==> config.mk <==
export PLATFORM = sky130hd
export DESIGN_NAME = store_pack_flat
export DESIGN_NICKNAME = d
export VERILOG_FILES = /design/src/rtl/store_pack_pkg.sv /design/src/rtl/store_pack_if.sv /design/src/rtl/store_pack_lane_pack.sv /design/src/rtl/store_pack.sv /design/src/flat_wrapper.sv
export SDC_FILE = /design/constraint.sdc
export NUM_CORES = 1
export LEC_CHECK = 0
export CORE_UTILIZATION = 54
export DETAILED_ROUTE_END_ITERATION = 7
export PLACE_DENSITY = 0.94
export SLEW_MARGIN = 20
export SYNTH_ARGS = -nofsm -noshare
export SYNTH_HDL_FRONTEND = slang
export SYNTH_SLANG_ARGS = --single-unit
==> constraint.sdc <==
create_clock -name clk -period 10.75 [get_ports clk]
set_input_delay 2.6875 -clock clk [delete_from_list [all_inputs] [get_ports clk]]
set_output_delay 2.6875 -clock clk [all_outputs]
set_load 0.03 [all_outputs]
==> src/rtl/store_pack_pkg.sv <==
// Shared types and encodings for the store packing path.
// ALU op codes mirror the core's store subset; masks are byte-lane strobes.
package store_pack_pkg;

  localparam int ALU_OP_W = 8;
  typedef logic [ALU_OP_W-1:0] alu_op_t;

  localparam alu_op_t ALU_OP_ADD = 8'h20;
  localparam alu_op_t ALU_OP_SB  = 8'h28;
  localparam alu_op_t ALU_OP_SH  = 8'h29;
  localparam alu_op_t ALU_OP_SW  = 8'h2B;

  localparam logic [3:0]  MASK_BYTE = 4'b0001;
  localparam logic [3:0]  MASK_HALF = 4'b0011;
  localparam logic [3:0]  MASK_WORD = 4'b1111;
  localparam logic [31:0] ZERO_WORD = 32'h0000_0000;

  typedef struct packed {
    logic [29:0] waddr;
    logic [31:0] data;
    logic [3:0]  mask;
  } st_entry_t;

endpackage

==> src/rtl/store_pack_if.sv <==
// Store request channel from Execute plus write channel toward Data_Mem.
// master = environment side (Execute and Data_Mem), slave = store_pack.
interface store_pack_if;
  import store_pack_pkg::*;

  logic        st_valid_i;
  logic        st_ready_o;
  alu_op_t     alu_op_i;
  logic [31:0] st_addr_i;
  logic [31:0] st_data_i;

  logic        wmem_valid_o;
  logic        wmem_ready_i;
  logic [31:0] wmem_addr_o;
  logic [31:0] wmem_data_o;
  logic [3:0]  wmem_mask_o;

  modport master (
    output st_valid_i, alu_op_i, st_addr_i, st_data_i, wmem_ready_i,
    input  st_ready_o, wmem_valid_o, wmem_addr_o, wmem_data_o, wmem_mask_o
  );

  modport slave (
    input  st_valid_i, alu_op_i, st_addr_i, st_data_i, wmem_ready_i,
    output st_ready_o, wmem_valid_o, wmem_addr_o, wmem_data_o, wmem_mask_o
  );

endinterface

==> src/rtl/store_pack_lane_pack.sv <==
// Combinational SB/SH/SW decode: byte strobe, lane-shifted data, misalign flag.
// Non-store ops produce is_store = 0 and all-zero outputs.
module store_lane_pack
  import store_pack_pkg::*;
(
  input  alu_op_t     alu_op,
  input  logic [1:0]  offset,
  input  logic [31:0] data,
  output logic [3:0]  mask,
  output logic [31:0] packed_data,
  output logic        is_store,
  output logic        misalign
);

  logic [4:0] shamt;
  assign shamt = {offset, 3'b000};

  always_comb begin
    mask        = 4'b0000;
    packed_data = ZERO_WORD;
    is_store    = 1'b0;
    misalign    = 1'b0;
    case (alu_op)
      ALU_OP_SB: begin
        is_store    = 1'b1;
        mask        = MASK_BYTE << offset;
        packed_data = {24'h0, data[7:0]} << shamt;
      end
      ALU_OP_SH: begin
        is_store    = 1'b1;
        misalign    = offset[0];
        mask        = MASK_HALF << offset;
        packed_data = {16'h0, data[15:0]} << shamt;
      end
      ALU_OP_SW: begin
        is_store    = 1'b1;
        misalign    = |offset;
        mask        = MASK_WORD;
        packed_data = data;
      end
      default: ;
    endcase
  end

endmodule

==> src/rtl/store_pack.sv <==
// Store buffer: packs stores into word writes, queues them, drains in order to Data_Mem.
// One-cycle latency to wmem_*; st_ready_o is simply not-full, so a same-cycle pop never frees a slot early.
module store_pack
  import store_pack_pkg::*;
#(
  parameter int DEPTH = 2,
  parameter int PTR_W = $clog2(DEPTH)
) (
  input  logic        clk,
  input  logic        rst,
  store_pack_if.slave sif,
  input  logic [31:0] ld_addr_i,
  output logic        misalign_o,
  output logic [31:0] misalign_addr_o,
  output logic        hazard_o,
  output logic        pending_o
);

  localparam logic [PTR_W:0] FULL_CNT = (PTR_W+1)'(DEPTH);

  st_entry_t        mem_q [DEPTH];
  st_entry_t        mem_d [DEPTH];
  logic [PTR_W-1:0] wr_ptr_q, wr_ptr_d;
  logic [PTR_W-1:0] rd_ptr_q, rd_ptr_d;
  logic [PTR_W:0]   count_q, count_d;
  logic             misalign_q, misalign_d;
  logic [31:0]      misalign_addr_q, misalign_addr_d;

  logic [3:0]  lane_mask;
  logic [31:0] lane_data;
  logic        lane_is_store;
  logic        lane_misalign;

  store_lane_pack u_lane (
    .alu_op      (sif.alu_op_i),
    .offset      (sif.st_addr_i[1:0]),
    .data        (sif.st_data_i),
    .mask        (lane_mask),
    .packed_data (lane_data),
    .is_store    (lane_is_store),
    .misalign    (lane_misalign)
  );

  logic empty, full, st_rdy, hs, push, drop, pop;
  st_entry_t head;

  assign empty  = (count_q == '0);
  assign full   = (count_q == FULL_CNT);
  assign st_rdy = !full;
  assign hs     = sif.st_valid_i && st_rdy && lane_is_store;
  assign push   = hs && !lane_misalign;
  assign drop   = hs && lane_misalign;
  assign pop    = !empty && sif.wmem_ready_i;
  assign head   = mem_q[rd_ptr_q];

  always_comb begin
    mem_d           = mem_q;
    wr_ptr_d        = wr_ptr_q;
    rd_ptr_d        = rd_ptr_q;
    count_d         = count_q;
    misalign_d      = drop;
    misalign_addr_d = misalign_addr_q;
    if (push) begin
      mem_d[wr_ptr_q] = '{waddr: sif.st_addr_i[31:2], data: lane_data, mask: lane_mask};
      wr_ptr_d        = wr_ptr_q + PTR_W'(1);
    end
    if (pop) begin
      rd_ptr_d = rd_ptr_q + PTR_W'(1);
    end
    case ({push, pop})
      2'b10:   count_d = count_q + (PTR_W+1)'(1);
      2'b01:   count_d = count_q - (PTR_W+1)'(1);
      default: count_d = count_q;
    endcase
    if (drop) begin
      misalign_addr_d = sif.st_addr_i;
    end
  end

  always_ff @(posedge clk or posedge rst) begin
    if (rst) begin
      for (int i = 0; i < DEPTH; i++) mem_q[i] <= '0;
      wr_ptr_q        <= '0;
      rd_ptr_q        <= '0;
      count_q         <= '0;
      misalign_q      <= 1'b0;
      misalign_addr_q <= ZERO_WORD;
    end else begin
      mem_q           <= mem_d;
      wr_ptr_q        <= wr_ptr_d;
      rd_ptr_q        <= rd_ptr_d;
      count_q         <= count_d;
      misalign_q      <= misalign_d;
      misalign_addr_q <= misalign_addr_d;
    end
  end

  // Slot i is live when its distance from the read pointer is below the occupancy.
  logic [PTR_W-1:0] rel;
  always_comb begin
    hazard_o = 1'b0;
    rel      = '0;
    for (int i = 0; i < DEPTH; i++) begin
      rel = PTR_W'(i) - rd_ptr_q;
      if (({1'b0, rel} < count_q) && (mem_q[i].waddr == ld_addr_i[31:2])) begin
        hazard_o = 1'b1;
      end
    end
  end

  logic unused_ld_lsb;
  assign unused_ld_lsb = ^ld_addr_i[1:0];

  assign sif.st_ready_o   = st_rdy;
  assign sif.wmem_valid_o = !empty;
  assign sif.wmem_addr_o  = {head.waddr, 2'b00};
  assign sif.wmem_data_o  = head.data;
  assign sif.wmem_mask_o  = head.mask;
  assign misalign_o       = misalign_q;
  assign misalign_addr_o  = misalign_addr_q;
  assign pending_o        = !empty;

endmodule

==> src/flat_wrapper.sv <==
// flat-port wrapper written by rule: the top's interface ports become plain ports
module store_pack_flat import store_pack_pkg::*;
#(
  parameter int DEPTH = 2,
  parameter int PTR_W = $clog2(DEPTH)
)
  (clk, rst, ld_addr_i, misalign_o, misalign_addr_o, hazard_o, pending_o, sif_st_valid_i, sif_alu_op_i, sif_st_addr_i, sif_st_data_i, sif_wmem_ready_i, sif_st_ready_o, sif_wmem_valid_o, sif_wmem_addr_o, sif_wmem_data_o, sif_wmem_mask_o);
  store_pack_if sif_i ();
  input  logic clk;
  input  logic rst;
  input  logic [31:0] ld_addr_i;
  output logic misalign_o;
  output logic [31:0] misalign_addr_o;
  output logic hazard_o;
  output logic pending_o;
  input wire logic [$bits(sif_i.st_valid_i)-1:0] sif_st_valid_i;
  input wire logic [$bits(sif_i.alu_op_i)-1:0] sif_alu_op_i;
  input wire logic [$bits(sif_i.st_addr_i)-1:0] sif_st_addr_i;
  input wire logic [$bits(sif_i.st_data_i)-1:0] sif_st_data_i;
  input wire logic [$bits(sif_i.wmem_ready_i)-1:0] sif_wmem_ready_i;
  output wire logic [$bits(sif_i.st_ready_o)-1:0] sif_st_ready_o;
  output wire logic [$bits(sif_i.wmem_valid_o)-1:0] sif_wmem_valid_o;
  output wire logic [$bits(sif_i.wmem_addr_o)-1:0] sif_wmem_addr_o;
  output wire logic [$bits(sif_i.wmem_data_o)-1:0] sif_wmem_data_o;
  output wire logic [$bits(sif_i.wmem_mask_o)-1:0] sif_wmem_mask_o;
  assign sif_i.st_valid_i = sif_st_valid_i;
  assign sif_i.alu_op_i = sif_alu_op_i;
  assign sif_i.st_addr_i = sif_st_addr_i;
  assign sif_i.st_data_i = sif_st_data_i;
  assign sif_i.wmem_ready_i = sif_wmem_ready_i;
  assign sif_st_ready_o = sif_i.st_ready_o;
  assign sif_wmem_valid_o = sif_i.wmem_valid_o;
  assign sif_wmem_addr_o = sif_i.wmem_addr_o;
  assign sif_wmem_data_o = sif_i.wmem_data_o;
  assign sif_wmem_mask_o = sif_i.wmem_mask_o;
  store_pack #(.DEPTH(DEPTH), .PTR_W(PTR_W)) u_core (.clk(clk), .rst(rst), .sif(sif_i), .ld_addr_i(ld_addr_i), .misalign_o(misalign_o), .misalign_addr_o(misalign_addr_o), .hazard_o(hazard_o), .pending_o(pending_o));
endmodule
Yosys cells after proc, flatten, opt, wreduce, memory -nomap -nowiden. Index checks and enable logic that the tools add are counted.

Logic and storage cells: 64. Bits of input ports: 108. Output and inout port bits: 105. Register bits after elaboration: 169.

Equal/unequal tests: 8. Shifts and indexed selects: 4. Reduce and logical (&&, ||, !) cells: 15. Bitwise operators: 2. Multiplexer cells: 13. $add $sub $neg: 6. $lt $le $gt $ge: 5.

Operators by type and width (number): 2-to-1 mux 66 bit (4); bitwise mux 132 bit (1); case mux 32 bit (3 select lines) (1); demux 66 bit (select 1 bit) (1); == test 30 bit (2); << shifter 16 x 5 -> 32 bit (1); << shifter 8 x 5 -> 32 bit (1); == test 8 x 6 -> 1 bit (second input constant) (3); case mux 4 bit (3 select lines) (1); logical AND 1 bit (8); == test 2 bit (second input constant) (2); greater-or-equal comparator 2 bit (second input constant) (2); < comparator 1 x 2 -> 1 bit (2); inverter 1 -> 2 bit (2); case mux 2 bit (2 select lines) (1); << shifter 1 x 2 -> 4 bit (first input constant) (1); << shifter 2 x 2 -> 4 bit (first input constant) (1); logical NOT 1 bit (3); 2-to-1 mux 1 bit (3); OR reduction 3 bit (1); adder 1 bit (second input constant) (2); adder 2 x 1 -> 2 bit (second input constant) (1); == test 2 x 1 -> 1 bit (second input constant) (1); logical NOT 2 bit (1); other kinds (6) (7).

Logic depth before layout (Yosys ltp).
Depth after elaboration: 7. Gate-level depth with buffers: 9. Gate-level depth less buffers: 7.

Modules after synthesis. Synthesis repeated with hierarchy kept, for this count alone.

Cells, all modules: 632. Area, all modules: 8720.9 um^2.

Modules (own cells, without submodules): store_pack (seq. area each 4229.1 um^2, instances 1, cells each 531, area each 8035.2 um^2); store_lane_pack (seq. area each 0.0 um^2, instances 1, cells each 101, area each 685.7 um^2).

Least setup slack after synthesis. No wires, ideal clock.

Kind: input to output. Start: input ld_addr_i[9]. End: output hazard_o. Data required time: 8.062 ns. Slack: 4.294 ns. Path buffers: 0. Cell stages on the path: 5. Data arrival time: 3.768 ns. Path through: xnor2_1 > nand4_1 > nor4_1 > nand3_1 > o22ai_1.

Longest elaborated chain between the ends: 4. Elaborated cells on any way between the ends: 6. Those cells by class: eq/ne: 2; mux: 2; reduce/logical: 2.

RTL lines: from (decl) (line flat_wrapper.sv:11) `input logic [31:0] ld_addr_i;`; == test 30 bit (line store_pack.sv:105) `if (({1'b0, rel} < count_q) && (mem_q[i].waddr == ld_addr_i[31:2])) begin`; logical AND 1 bit (line store_pack.sv:105); 2-to-1 mux 1 bit (line store_pack.sv:105); 2-to-1 mux 1 bit (*) (line store_pack.sv:105); to (decl) (line flat_wrapper.sv:14) `output logic hazard_o;`.

Mark *: on every way between the ends. The rest lies on a longest branch, timed or not.

Final worst setup path.
Start: input ld_addr_i[29]. End: output hazard_o.

The elaborated chain is that of the path after synthesis.

==> out/metrics.csv <==
stage,metric,value,unit
clock_tree,tritoncts,yes,
floorplanning,dieWidth,127,um
floorplanning,core-area,15200,um^2
routing,vias,6081,
yosys,synth_top_area_share,50.3,%
setup_path,crit_type,input port to primary output,
sta,setup_viol,0,
routing,via_per_inst,5.82,
global_routing,grt_max_degree,99,
floorplanning,die-area,16100,um^2
yosys,ys_ff_latch,169,
yosys,synth_area,8410,um^2
yosys,yosysTopAreaCell,dfrtp_1,
status,status,"complete, no violations",
layout,utilization,73.3,%
pwr,pwr-share-comb,20.1,%
routing,drc_errors,0,
pwr,p_sw,0.481,mW
routing,routed_wl,22100,um
routing,wl_per_cell,21.2,um
yosys,synth_cells,653,
setup_path,r2r_slack,8.14,ns
clock_tree,numCtsBuffers,17,
yosys,yosys_warnings,0,
sta,tns,0,ns
hold_path,holdCritStartpoint,u_core.mem_q[1],
setup_path,startpoint_type,input port,
pwr,p_leak,5.24,nW
floorplanning,rows,45,
clock_tree,path_clk_slew,0.06,ns
layout,fin_area,11100,um^2
setup_path,end_kind,primary output,
yosys,ys_seq_area_share,50.3,%
global_routing,grt_usage,28.5,%
clock_tree,postCtsHoldBufs,0,
setup_path,crit_arrival,4.91,ns
layout,area_growth,32.5,%
clock_tree,post_cts_buffers,0,
run,drv_cap,0,
sta,setup_ws,3.15,ns
clock_tree,cts_resized,0,
sta,timing.fmax,132,MHz
yosys,synth.distinct_cells,43,
setup_path,reg2reg_to,u_core.mem_q[53],
pwr,pwr-share-seq,42.6,%
sta,tightestPinTransition,0.928,ns
placed_design,dp_hpwl,15000,um
sta,holdWs,0.477,ns
clock_tree,clockBufferDepth,2,
hold_path,hp-class,flop to flop,
sta,period_share,70.7,%
global_routing,antenna_found_initial,0,
setup_path,r2r-start,u_core.count_q[0],
yosys,ys_top_cells_by_area,"dfrtp_1 50%, mux2_2 22%, mux2_1 5.8%, xor2_1 4.0%, xnor2_1 2.7%",
clock_tree,cts.sinks,169,
placed_design,place_worst_setup_slack,3.21,ns
sta,post-route-min-period,7.60,ns
hold_path,holdPathEnd,u_core.mem_q[1],
global_routing,grt_pass1_vias,6218,
floorplanning,pin_count,213,
pwr,netSwitchingFraction,28.6,%
layout,drive_above_1_share,24.9,%
clock_tree,cts-root-buf,clkbuf_16,
placed_design,gp_congestion,0.845,
pwr,pwr-share-clk,37.3,%
clock_tree,h-tree-depth,4,
sta,slew_headroom,38.0,%
pwr,power.density,151,nW/um^2
setup_path,path_max_fanout,2,
pwr,peakVddDrop,0.000115,V
clock_tree,clock_latency,0.43,ns
yosys,syn_avg_cell_area,12.9,um^2
layout,diodes,0,
placed_design,placed_cell_area,10500,um^2
sta,fin_skew,0.0122,ns
setup_path,r2r_cells,5,
setup_path,required,8.06,ns
placed_design,io_buffers,208,
floorplanning,die_h,127,um
layout,fin_nets,953,
routing,ant_nets,0,
hold_path,whs_path_depth,2,
sta,final-hold-violation-count,0,
global_routing,grt_remaining_overflow,0,
floorplanning,floorplan.initialDensity,55.3,%
pwr,internal-power,1.20,mW
sta,rsz0062_at_grt,no,
routing,drt-pass1-iter-count,5,
setup_path,cp-startpoint,ld_addr_i[29],
routing,initialDrtViolationCount,359,
global_routing,grt_pass1_wl,34500,um
sta,finalMaxSlewViolations,0,
## synth_stat cells (all sizes together)
cell	number
mux2	212
dfrtp	169
nand2	38
xor2	38
buf	30
o21ai	30
xnor2	26
a22o	16
clkbuf	11
inv	11
nor4	11
a22oi	8
o2bb2ai	8
nand4	7
nor2	6
nor2b	5
a21oi	4
nand3	4
and3	3
and2	2
a21o	1
a2bb2oi	1
and3b	1
and4b	1
conb	1
ha	1
nand2b	1
nand3b	1
nand4b	1
nor3	1
nor4b	1
o22ai	1
or2	1
or3	1
## registers in the layout (all words and copies together), names as in the netlist
register                flops
u_core.wr_ptr_q             1
u_core.count_q              2
u_core.mem_q              132
u_core.rd_ptr_q             1
u_core.misalign_addr_o     32
u_core.misalign_o           1
## worst max-delay path, cell delays in order
cell and delay (ns):
clkdlybuf4s50_1 0.46, xnor2_1 0.23, nand3_1 0.16, nor4_1 0.34
nand3_1 0.13, o22ai_1 0.17, clkdlybuf4s50_1 0.72
## per-layer routing
layer | global-route usage (%) | part of all wire, %
met2 | 47.7 | 49
met1 | 36.1 | 41
met4 | 9.17 | 2.0
met5 | 0 | 0
met3 | 7.38 | 7.6
## cell usage in the layout (no fill, tap or decap), drive strengths merged, types with 3 or more instances in the layout
| master | n |
|---|---|
| o2bb2ai | 8 |
| clkdlybuf4s50 | 208 |
| xnor2 | 26 |
| dfrtp | 169 |
| nor2b | 5 |
| buf | 4 |
| bufinv | 3 |
| a22oi | 8 |
| nor2 | 6 |
| nor4 | 11 |
| nand4 | 7 |
| a21oi | 4 |
| mux2 | 212 |
| clkbuf | 18 |
| nand2 | 38 |
| clkinvlp | 5 |
| a22o | 16 |
| clkinv | 5 |
| nand3 | 4 |
| xor2 | 38 |
| inv | 12 |
| and3 | 3 |
| o21ai | 30 |
## power groups by stage
stage | registers (mW) | clock network (mW) | logic [mW]
6_report | 0.716 | 0.625 | 0.337
5_1_grt | 0.720 | 0.658 | 0.355
4_1_cts | 0.715 | 0.633 | 0.338
3_5_place_dp | 0.725 | 0 | 0.335
3_3_place_gp | 0.724 | 0 | 0.331
2_1_floorplan | 0.711 | 0 | 0.207
## stage by stage
stage,power (mW),cells
after floorplan,0.918,654
after global routing,1.73,1045
after CTS,1.69,1045
after detailed placement,1.06,1013
after global placement,1.06,1013
final,1.68,1045
## area by class of cell
cell class / count / area [um^2]
Inverter: 11 / 46.3
Sequential cell: 169 / 4230
Clock inverter: 14 / 175
Tap cell: 188 / 235
Timing Repair Buffer: 212 / 2110
Fill cell: 963 / 4060
Clock buffer: 18 / 429
Multi-Input combinational cell: 433 / 3920
## logic make-up after synthesis
kind of cell,count (synthesis),share of synthesized area (%)
adders and majority gates,1,0.149
other,1,0.0446
buffers and inverters,52,3.30
xor gates and xnor gates,64,6.66
AOI/OAI and AO/OA,69,5.71
DFF,169,50.3
and+or+nand+nor,85,5.38
muxes,212,28.5
## worst max path at each step
| stage | endpoint | depth (start not counted) |
|---|---|---|
| 2_1_floorplan | u_core.count_q[0] | 1 |
| 3_3_place_gp | hazard_o | 7 |
| 3_5_place_dp | hazard_o | 7 |
| 4_1_cts | hazard_o | 7 |
| 5_1_grt | hazard_o | 7 |
| 6_report | hazard_o | 7 |
Power figures use the tool's default switching activity.
